**src/rtl/seven_segment_scan_decoder.sv**
```systemverilog
// Monitors a multiplexed 4-digit seven-segment bus and recovers the value on each position.
// A pattern is accepted once {anode, Segment} has held for STABLE_CYCLES consecutive samples.
//
// state | meaning
// IDLE  | sampled anode not one-hot, nothing to accept
// COUNT | one-hot anode, waiting for the pattern to stay stable
// HOLD  | current pattern already accepted, waiting for a change
module seven_segment_scan_decoder #(
   parameter int STABLE_CYCLES = 4
) (
   input  logic        clk,
   input  logic        rst,
   input  logic [3:0]  anode,
   input  logic [6:0]  Segment,
   output logic [15:0] digits,
   output logic [3:0]  digit_valid,
   output logic        frame_done,
   output logic        err_pattern,
   output logic [1:0]  err_digit
);

   localparam int CW = $clog2(STABLE_CYCLES + 1);
   localparam logic [CW-1:0] CNT_MAX = CW'(STABLE_CYCLES);

   localparam logic [1:0] ST_IDLE  = 2'd0;
   localparam logic [1:0] ST_COUNT = 2'd1;
   localparam logic [1:0] ST_HOLD  = 2'd2;

   logic [10:0]   s_in;
   logic [10:0]   s_reg;
   logic          s_change;
   logic          chg_q;
   logic [CW-1:0] cnt;
   logic [1:0]    state;
   logic [1:0]    state_nxt;
   logic          accept;
   logic [3:0]    s_anode;
   logic [6:0]    s_seg;
   logic          one_hot;
   logic [1:0]    pos;
   logic [4:0]    dec;
   logic [3:0]    seen;
   logic [3:0]    seen_or;

   function automatic logic [4:0] decode(input logic [6:0] seg);
      logic [4:0] r;
      case (seg)
         7'b1111110: r = {1'b1, 4'd0};
         7'b0110000: r = {1'b1, 4'd1};
         7'b1101101: r = {1'b1, 4'd2};
         7'b1111001: r = {1'b1, 4'd3};
         7'b0110011: r = {1'b1, 4'd4};
         7'b1011011: r = {1'b1, 4'd5};
         7'b1011111: r = {1'b1, 4'd6};
         7'b1110000: r = {1'b1, 4'd7};
         7'b1111111: r = {1'b1, 4'd8};
         7'b1111011: r = {1'b1, 4'd9};
         default:    r = 5'd0;
      endcase
      return r;
   endfunction

   assign s_in     = {anode, Segment};
   assign s_change = (s_in != s_reg);
   assign s_anode  = s_reg[10:7];
   assign s_seg    = s_reg[6:0];
   assign one_hot  = (s_anode != 4'd0) && ((s_anode & (s_anode - 4'd1)) == 4'd0);
   assign dec      = decode(s_seg);

   always_comb begin
      pos = 2'd0;
      case (s_anode)
         4'b0010: pos = 2'd1;
         4'b0100: pos = 2'd2;
         4'b1000: pos = 2'd3;
         default: pos = 2'd0;
      endcase
   end

   // cnt counts how many samples s_reg has held its current value
   always_ff @(posedge clk) begin
      if (rst) begin
         s_reg <= '0;
         chg_q <= 1'b0;
         cnt   <= '0;
      end else begin
         s_reg <= s_in;
         chg_q <= s_change;
         if (s_change)
            cnt <= CW'(1);
         else if (cnt != CNT_MAX)
            cnt <= cnt + CW'(1);
      end
   end

   always_comb begin
      state_nxt = state;
      accept    = 1'b0;
      case (state)
         ST_IDLE: begin
            if (one_hot) begin
               if (cnt == CNT_MAX) begin
                  accept    = 1'b1;
                  state_nxt = ST_HOLD;
               end else begin
                  state_nxt = ST_COUNT;
               end
            end
         end
         ST_COUNT: begin
            if (!one_hot) begin
               state_nxt = ST_IDLE;
            end else if (cnt == CNT_MAX) begin
               accept    = 1'b1;
               state_nxt = ST_HOLD;
            end
         end
         ST_HOLD: begin
            // chg_q distinguishes a fresh pattern even when cnt saturates at 1
            if (chg_q) begin
               if (!one_hot) begin
                  state_nxt = ST_IDLE;
               end else if (cnt == CNT_MAX) begin
                  accept    = 1'b1;
                  state_nxt = ST_HOLD;
               end else begin
                  state_nxt = ST_COUNT;
               end
            end
         end
         default: state_nxt = ST_IDLE;
      endcase
   end

   always_ff @(posedge clk) begin
      if (rst)
         state <= ST_IDLE;
      else
         state <= state_nxt;
   end

   assign seen_or = seen | (accept ? s_anode : 4'd0);

   always_ff @(posedge clk) begin
      if (rst) begin
         digits      <= '0;
         digit_valid <= '0;
         frame_done  <= 1'b0;
         err_pattern <= 1'b0;
         err_digit   <= '0;
         seen        <= '0;
      end else begin
         frame_done  <= 1'b0;
         err_pattern <= 1'b0;
         if (accept) begin
            if (dec[4]) begin
               digits[{pos, 2'b00} +: 4] <= dec[3:0];
               digit_valid[pos]          <= 1'b1;
            end else begin
               digit_valid[pos] <= 1'b0;
               if (s_seg != 7'd0) begin
                  err_pattern <= 1'b1;
                  err_digit   <= pos;
               end
            end
         end
         // the completing acceptance is absorbed into the frame it finishes
         if (seen_or == 4'hF) begin
            frame_done <= 1'b1;
            seen       <= 4'd0;
         end else begin
            seen <= seen_or;
         end
      end
   end

endmodule

```
**config.mk**
```make
export PLATFORM = sky130hd
export DESIGN_NAME = seven_segment_scan_decoder
export DESIGN_NICKNAME = d
export VERILOG_FILES = /design/src/rtl/seven_segment_scan_decoder.sv
export SDC_FILE = /design/constraint.sdc
export NUM_CORES = 1
export LEC_CHECK = 0
export ABC_AREA = 1
export ABC_CLOCK_PERIOD_IN_PS = 1900
export CORE_MARGIN = 4
export CORE_UTILIZATION = 53
export CTS_CLUSTER_DIAMETER = 100
export DETAILED_ROUTE_END_ITERATION = 6
export HOLD_SLACK_MARGIN = 0.05
export PLACE_DENSITY = 0.84
export SLEW_MARGIN = 30
export SYNTH_ARGS = -nofsm -noshare
export SYNTH_HDL_FRONTEND = slang
export SYNTH_SLANG_ARGS = --single-unit
export TNS_END_PERCENT = 100
```
**constraint.sdc**
```tcl
create_clock -name clk -period 1.9 [get_ports clk]
set_input_delay 0.38 -clock clk [delete_from_list [all_inputs] [get_ports clk]]
set_output_delay 0.38 -clock clk [all_outputs]
set_load 0.01 [all_outputs]
```
==> results of run 1 <==
[per-stage QoR]
step                      hold WS [ns]  TNS [ns]
after floorplan                 0.4671         0
after global placement          0.4353         0
after detailed placement        0.4389  -0.07335
after CTS                       0.4506         0
after global routing            0.4739   -0.1717
final                           0.4456         0
[final cells by class]
| cell class | instances | area share |
|---|---|---|
| multi-input combinational | 213 | 0.3974 |
| sequential | 45 | 0.3192 |
| timing repair buffer | 50 | 0.1645 |
| inverter | 50 | 0.06631 |
| clock buffer | 7 | 0.03050 |
| tap | 50 | 0.02210 |
[kinds of logic (layout without fill, tap and decap cells)]
kind of cell	count (synthesis)	count (layout)	synth area share
compound gates	42	42	0.1055
xor+xnor	8	8	0.03158
fa+ha+maj	6	6	0.03384
buf+inv	57	107	0.1049
flops	45	45	0.4061
simple gates	157	157	0.3181
[cells in the mapped netlist, drive strengths merged]
cell / n / area, um^2
nor2: 65 / 259.0
nand2: 54 / 217.7
inv: 49 / 183.9
dfxtp: 45 / 900.9
a21oi: 23 / 118.9
nand3: 17 / 100.1
nand4: 13 / 81.33
o21ai: 11 / 55.05
a21boi: 6 / 45.04
ha: 6 / 75.07
buf: 4 / 33.78
nor3: 4 / 20.02
xnor2: 4 / 35.03
xor2: 4 / 35.03
clkbuf: 3 / 11.26
or2: 2 / 12.51
clkinv: 1 / 3.750
nand3b: 1 / 7.510
nor3b: 1 / 7.510
o2111ai: 1 / 8.760
o22ai: 1 / 6.260
[critical path, delay by kind of cell (launching register included)]
| family | cells | cell delay [ns] |
|---|---|---|
| fa+ha+maj | 1 | 0.19 |
| buf+inv | 3 | 0.49 |
| simple gates | 7 | 0.68 |
| flops | 1 | 0.36 |
[power breakdown]
part / leakage [uW] / internal [uW] / switching, uW
sequential: 0.000367 / 960 / 19.9
combinational: 0.000795 / 87.3 / 119
clock: 0.0000443 / 289 / 294
total: 0.00121 / 1340 / 433
[routing by layer]
layer | wire (um) | GRT usage | up-vias
li1 | - | - | 1096
met2 | 2201 | 0.3076 | 56
met1 | 2130 | 0.2504 | 947
met4 | 58 | 0.06762 | 0
met3 | 300 | 0.03444 | 7
met5 | 0 | 0 | -
[repair_timing]
action	4_1_cts	5_1_grt
resized for setup	0	14
setup endpoints to repair	0	21
hold buffers	0	0
[worst max-delay path by stage]
stage | startpoint | to | slack, ns | cells past startpoint
2_1_floorplan | s_reg[10] | digits[3] | 0.18 | 10
3_3_place_gp | Segment[5] | cnt[2] | 0.02 | 7
3_5_place_dp | Segment[5] | cnt[2] | -0.04 | 7
4_1_cts | s_reg[9] | digits[4] | 0.07 | 12
5_1_grt | s_reg[8] | digits[14] | -0.04 | 11
6_report | s_reg[8] | digits[12] | 0.13 | 11
==> results.ini, run 1 <==
[finish]
fin_area_um2 = 2830
final_nets = 384
multiInputGateArea_um2 = 1125
final_cell_mix = nor2_1 (56), nand2_1 (50), inv_1 (46), dfxtp_1 (43), clkdlybuf4s50_1 (36)
drive_above_1_share = 0.1233
post-route-util = 0.7025
n_antenna_cell = 0
largest_register_ffs = 16
layout_commonest_cell = nor2_1
final_cells = 415
regArea_um2 = 903.4
synthToLayoutAreaGrowth_pct = 27.58
nFillCells = 347

[critical_path]
cp_max_fo = 4
cp-end-kind = register
r2r_end = digits[12]
worstSetupPathType = register to register
cpMaxStageDelayCell = dfxtp_1
r2r_setup_slack_ns = 0.13
worst_ep_arrival_time_ns = 1.99
r2r_start = s_reg[8]
start_kind = register
rr_worst_depth = 11
path_cells = buf_4 -> nor2_2 -> nand3_2 -> buf_4 -> ha_1 -> buf_4 -> nor2_2 -> nand2_1 -> nor2_1 -> nor2_1 -> nor2_1
slowest_delay_ns = 0.36
cp_data_required_time_ns = 2.13

[route]
antenna_left = 0
via_per_inst = 5.075
drt_iter0_drc = 126
wl_per_cell_um = 11.30
vias = 2106
routed_wirelength_mm = 4.691
dr.pass1.iters = 4
drc = 0

[floorplan]
chipHeight_um = 72.70
die_area_um2 = 5285
die_w_um = 72.70
initial_utilization = 0.5506
num_io_pins = 37
core_um2 = 4029
row_count = 23

[grt]
grt_pass1_wl_mm = 8.004
grt_pass1_vias = 1908
track_usage = 0.1890
antenna_found_initial = 0
grt_max_degree = 23
grt-ovfl-total = 0

[synthesis]
synthCells = 315
netlist_area_um2 = 2218
postSynthAreaPerCell_um2 = 7.042
yosys_warnings = 0
ys_seq_area_frac = 0.4061
ys_types = 31
syn_nets = 334
ys_ff_latch = 45

[run_status]
status = completed

[sta]
finClkSkew_ns = 0.008465
drv_slew = 0
max_freq_mhz = 566.2
worst_pin_slew_ns = 0.3836
finalHoldViolCount = 0
setup_slack_ns = 0.1339
fin_crit_ns = 1.766
relSlewSlack = 0.7437
finalCritPeriodShare = 0.9295
setup_viol = 0

[cts]
cts_made_buffers = 5
path_clk_slew_ns = 0.08
cts_tree = built
cts_buffer_depth = 2
cts_root_buffer = clkbuf_8
cts.htree.levels = 2
cts_setup_buffers = 0
clk_latency_ns = 0.29
cts.sinks = 45

[placement]
placed_area_um2 = 2701
post-place-ws_ns = -0.04025
placement.io_buffers = 36
dp_hpwl_mm = 3.574
place.gp.congestion = 0.8618
dp.cells = 408

[power]
cellPowerDensity_nw_per_um2 = 625.2
ir_drop_v = 0.0005127
total_power_uw = 1769
leakage_uw = 0.001206

[job]
maxCapViolations = 0

[hold_path]
hold_start = err_digit[0]
hp-class = register to register
hold_end = err_digit[0]
whs_path_depth = 2

(Power assumes the default switching activity.)
==> run 2: changes to the inputs <==
- CORE_UTILIZATION: 53 -> 62
- DONT_BUFFER_PORTS: not set -> 1
- PLACE_DENSITY: 0.84 -> 0.82
==> run 2 against run 1 <==
  * Non-clock buffer count decreased by 45
  * Worst setup slack gained 0.053 ns
  * First-iteration DRC count up 3.2%
  * Maximum frequency up 3.1%
  * Total power decreased by 12%
  * Critical path depth decreased by 2
  * Cell count shrank 12%
  * Sequential power barely moved
  * Hold slack got worse by 0.36 ns
  * Critical endpoint is now err_digit[0]
  * Utilization shrank 0.55 points
  * Via count shrank 11%
==> results.ini, run 2 (synthesized netlist as in run 1, its figures left out) <==
[cts]
cts_buffer_depth = 2
cts.htree.levels = 2
clk_latency_ns = 0.34
cts_hold_buf = 0
cts_tree = built
cts_root_buffer = clkbuf_4
cts.sinks = 45
path_clk_slew_ns = 0.12
cts_setup_buffers = 0
cts_made_buffers = 5

[route]
wl_met1_mm = 1.983
dr.pass1.iters = 4
route.met3.wl_um = 264
antenna_left = 0
wl_per_cell_um = 11.71
vias = 1865
drc = 0
via_per_inst = 5.082
drt_iter0_drc = 130
wl_met2_mm = 2.004
highest_layer = met4
routed_wirelength_mm = 4.298

[power]
leakage_uw = 0.001026
sw_frac_of_total = 0.2534
ir_drop_v = 0.0004112
total_power_uw = 1557
switchingPower_uw = 394.4
internal_power_uw = 1162
cellPowerDensity_nw_per_um2 = 659.0
pwr-share-seq = 0.631
clock_power_share = 0.273
p_comb_frac = 0.096

[floorplan]
num_io_pins = 37
chipHeight_um = 67.82
initial_utilization = 0.6545
core_um2 = 3390
row_count = 21
die_w_um = 67.82
die_area_um2 = 4599

[grt]
grt_pass1_wl_mm = 7.210
grt_max_degree = 40
grt-ovfl-total = 0
antenna_found_initial = 0
grt_pass1_vias = 1707
track_usage = 0.2043

[sta]
finalCritPeriodShare = 0.9016
finalSetupTns_ns = 0
relSlewSlack = 0.7115
rsz0062_at_grt = no
fin_crit_ns = 1.713
finalHoldViolCount = 0
max_freq_mhz = 583.7
worst_pin_slew_ns = 0.4318
setup_viol = 0
finClkSkew_ns = 0.008702
drv_slew = 0

[critical_path]
crit_path_start = cnt[0]
worst_ep_arrival_time_ns = 1.96
cp_data_required_time_ns = 2.14
start_kind = register
cp_max_fo = 14
r2r_start = cnt[0]
cp-end-kind = register
worstSetupPathType = register to register

[finish]
largest_register_ffs = 16
n_antenna_cell = 0
layout_commonest_cell = nor2_1
synthToLayoutAreaGrowth_pct = 6.486
final_cell_mix = nor2_1 (59), nand2_1 (50), inv_1 (46), dfxtp_1 (42), a21oi_1 (22)
fin_area_um2 = 2362
final_nets = 339
drive_above_1_share = 0.1153

[run_status]
status = completed

[hold_path]
hp-class = primary input to register
hold_start = rst

[placement]
placement.io_buffers = 0
dp_hpwl_mm = 3.294
place.gp.congestion = 1.008
placed_area_um2 = 2268

[job]
maxCapViolations = 0

==> run 2: cell types whose count changed in the layout (fill, tap and decap cells not counted), moves of 2 or more <==
cell             delta
nor2_2              -4
buf_4               -9
clkinv_2            +2
clkbuf_4            +5
nor2_1              +3
clkbuf_8            -6
clkdlybuf4s50_1    -36
ha_1                -2
==> run 2: worst paths after layout <==
check                                    end  depth (start not counted)  slack [ns]
worst min register to register  err_digit[0]                          2        0.50
worst min-delay path             err_pattern                          1        0.08
worst max register to register  err_digit[0]                          9        0.19
worst max-delay path            err_digit[0]                          9        0.19
==> run 2: final cells by class <==
cell class	count	area, um^2
multi-input cells	213	1124
fillers	286	1027
flip-flops and latches	45	904.6
inverters	50	187.7
well taps	46	57.56
clock buffers	6	41.29
repair buffers	5	37.54
clock inverters	2	10.01
==> run 2: through the flow <==
stage	hold WS [ns]	setup slack, ns	utilization	instances
after floorplan	0.4671	0.1787	-	315
after global placement	0.4535	0.07066	0.6693	359
after detailed placement	0.4561	0.01844	0.6693	359
after CTS	0.07497	0.08012	0.6851	367
after global routing	0.05610	0.01331	0.6969	367
final	0.08449	0.1869	0.6969	367
==> run 2: power by group through the flow <==
stage          logic (uW)  registers (uW)  clock network (uW)
5_1_grt               169             986                 484
2_1_floorplan         121             998                   0
3_5_place_dp          139            1000                   0
4_1_cts               140             981                 438
6_report              150             982                 425
3_3_place_gp          136            1000                   0
==> run 2: routing by layer <==
metal	vias up	track usage
li1	1002	-
met1	813	0.2689
met2	45	0.3293
met3	5	0.04433
met4	0	0.07444
met5	-	0
==> run 2: what timing repair did <==
| item | in CTS | in global routing |
|---|---|---|
| endpoints found under the setup margin | 2 | 17 |
| gates resized for setup | 1 | 11 |
| gates cloned | 0 | 0 |
==> run 2: worst max-delay path, cell delays in order, from the launching register on <==
cell     delay (ns)
dfxtp_1        0.35
inv_1          0.08
ha_1           0.18
nand2_1        0.08
a21oi_2        0.15
nand2_4        0.15
nor2_1         0.16
nand3_1        0.18
o21ai_0        0.22
a21oi_1        0.06
==> run 3: changes to the inputs <==
- ABC_AREA: 1 -> not set
- GPL_TIMING_DRIVEN: not set -> 0
==> run 3 against run 2 <==
  * The flow now finishes with violations (setup timing)
  * Synthesized cell count decreased by 26%
  * Register-to-register slack lost 0.19 ns
  * Clock-buffer cell count rose by 1
  * Non-clock buffer count increased by 12
  * Cell count decreased by 21%
  * Sequential cell count unchanged
  * First-iteration DRC count shrank 32%
  * Die area down 3.4%
==> results.ini, run 3 <==
[run_status]
status = complete, but fails checks
violations = setup timing

[placement]
dp_hpwl_mm = 3.129
placement.io_buffers = 0
place.gp.congestion = 0.8216

[synthesis]
synthAdderAreaFrac = 0.03519
yosys-top-cells-area = dfxtp_1 (42%), o2bb2ai_1 (5.3%), xnor2_1 (5.3%)
synthCells = 234
synth_top_family_by_area = simple AND/OR/NAND/NOR gates
ys_ff_latch = 45
synth-compound-area-share = 0.1460
synthXorXnorAreaFrac = 0.05748
postSynthAreaPerCell_um2 = 9.117
synth_top_area_frac = 0.4223
ys_top_cells_by_count = dfxtp_1 (45), nand2b_1 (18), a21oi_1 (17), nor2b_1 (17)
yosys.area.top_type = dfxtp_1
synth_mux_area_frac = 0.02815
synth_most_common_cell = dfxtp_1
synth_flop_cell = dfxtp_1
ys_types = 43
synth_edf_count = 0
synthSimpleGateAreaFrac = 0.2674
ys_seq_area_frac = 0.4223
syn_nets = 253
netlist_area_um2 = 2133
ys_async_sr_fraction = 0
yosys_warnings = 0

[power]
total_power_uw = 1645
cellPowerDensity_nw_per_um2 = 640.8
leakage_uw = 0.0008044
ir_drop_v = 0.0005832

[route]
via_per_inst = 5.893
vias = 1715
dr.pass1.iters = 5
antenna_left = 0
routed_wirelength_mm = 4.649
drt_iter0_drc = 89
drc = 0
wl_per_cell_um = 15.98

[critical_path]
cp_data_required_time_ns = 2.16
path_cells = or4_4 -> or4_1 -> and4_4 -> mux2_4
crit_path_start = s_reg[0]
slowest_delay_ns = 0.54
critical-path-top-delay-family = simple AND/OR/NAND/NOR gates
start_kind = register
cp_num_buf_inv = 0
r2r_setup_slack_ns = -0.002
cp-end-kind = register
rr_worst_depth = 4
r2r_start = s_reg[0]
worstSetupPathType = register to register
cpMaxStageDelayCell = or4_4
worst-path-stages = 4
cp-endpoint = err_digit[1]
r2r_end = err_digit[1]
worst_ep_arrival_time_ns = 2.16
cp_max_fo = 3

[floorplan]
core_um2 = 3337
initial_utilization = 0.6393
die_w_um = 66.66
chipHeight_um = 66.66
num_io_pins = 37
row_count = 21
die_area_um2 = 4444

[cts]
cts_made_buffers = 5
cts_hold_buf = 0
cts_root_buffer = clkbuf_4
cts_tree = built
cts.sinks = 45
path_clk_slew_ns = 0.12
clk_latency_ns = 0.35
cts.htree.levels = 2
cts_buffer_depth = 2

[finish]
final_nets = 263
multiInputGateArea_um2 = 1389
largest_register_ffs = 16
synthToLayoutAreaGrowth_pct = 20.29
n_antenna_cell = 0
regArea_um2 = 919.6
post-route-util = 0.7690
final_cell_mix = dfxtp_1 (38), nand2b_1 (18), nor2b_1 (16), xnor2_1 (13), o2bb2ai_1 (12)
nFillCells = 226
drive_above_1_share = 0.2653
layout_commonest_cell = dfxtp_1

[grt]
globalRouteMet2Util = 0.3552
track_usage = 0.2098
use_met3 = 0.06408
grt-ovfl-total = 0
antenna_found_initial = 0
grt_max_degree = 14
grt_pass1_wl_mm = 7.120
grt_use_met1 = 0.2544
grt.busiest_layer = met2
grt_pass1_vias = 1588

[sta]
setup_viol = 1
max_freq_mhz = 525.7
finalSetupTns_ns = -0.002169
worst_pin_slew_ns = 0.5473
setup_slack_ns = -0.002169
finalCritPeriodShare = 1.001
drv_slew = 0
finalHoldViolCount = 0
finClkSkew_ns = 0.01016
fin_crit_ns = 1.902
relSlewSlack = 0.6351
rsz0062_at_grt = yes

[hold_path]
hp-class = primary input to register

[job]
maxCapViolations = 0

[run 3: layout make-up]
cell class | instances | share of cell area
buffer | 7 | 0.01073
clock buffer | 7 | 0.01755
clock inverter | 1 | 0.002925
inverter | 7 | 0.01121
multi-input combinational | 168 | 0.5412
sequential | 45 | 0.3584
tap | 46 | 0.02243
timing repair buffer | 10 | 0.03559
[run 3: power breakdown]
group	switching, uW	total [uW]	internal, uW	leakage (uW)
Clock	286	433	146	0.0000255
Sequential	24.6	983	958	0.000369
Combinational	118	229	111	0.000409
[run 3: worst min-delay path by stage]
stage / start / endpoint / depth (start not counted)
finish: Segment[1] / s_reg[1] / 1
global placement: state[0] / state[1] / 1
global route: Segment[3] / s_reg[3] / 1
CTS: Segment[1] / s_reg[1] / 1
detailed placement: state[0] / state[1] / 1
floorplan: state[0] / state[1] / 1
[run 3: logic make-up after synthesis]
group                    count (synthesis)
AO/OA/AOI/OAI                           45
XOR/XNOR                                14
adder cells (fa/ha/maj)                  6
buffers and inverters                   21
flip-flops                              45
multiplexers                             5
AND/OR/NAND/NOR                         98
[run 3: stage by stage]
stage | hold WS (ns) | setup slack, ns | instance area (um^2) | cells
2_1_floorplan | 0.4113 | -0.04916 | 2158 | 234
3_3_place_gp | 0.4275 | -0.2809 | 2216 | 280
3_5_place_dp | 0.4364 | -0.2959 | 2217 | 280
4_1_cts | 0.1426 | -0.01426 | 2387 | 288
5_1_grt | 0.1343 | -0.04333 | 2566 | 291
6_report | 0.1492 | -0.002169 | 2566 | 291
[run 3: repair_timing]
action / 4_1_cts / 5_1_grt
resized for setup: 27 / 29
buffers inserted: 5 / 5
pin swaps: 4 / 7
setup endpoints to repair: 28 / 26
[run 3: per-layer routing]
layer	vias to the layer above	wire (um)
met5	-	0
met4	0	76
met3	7	257
met2	38	2294
met1	826	2021
li1	844	-
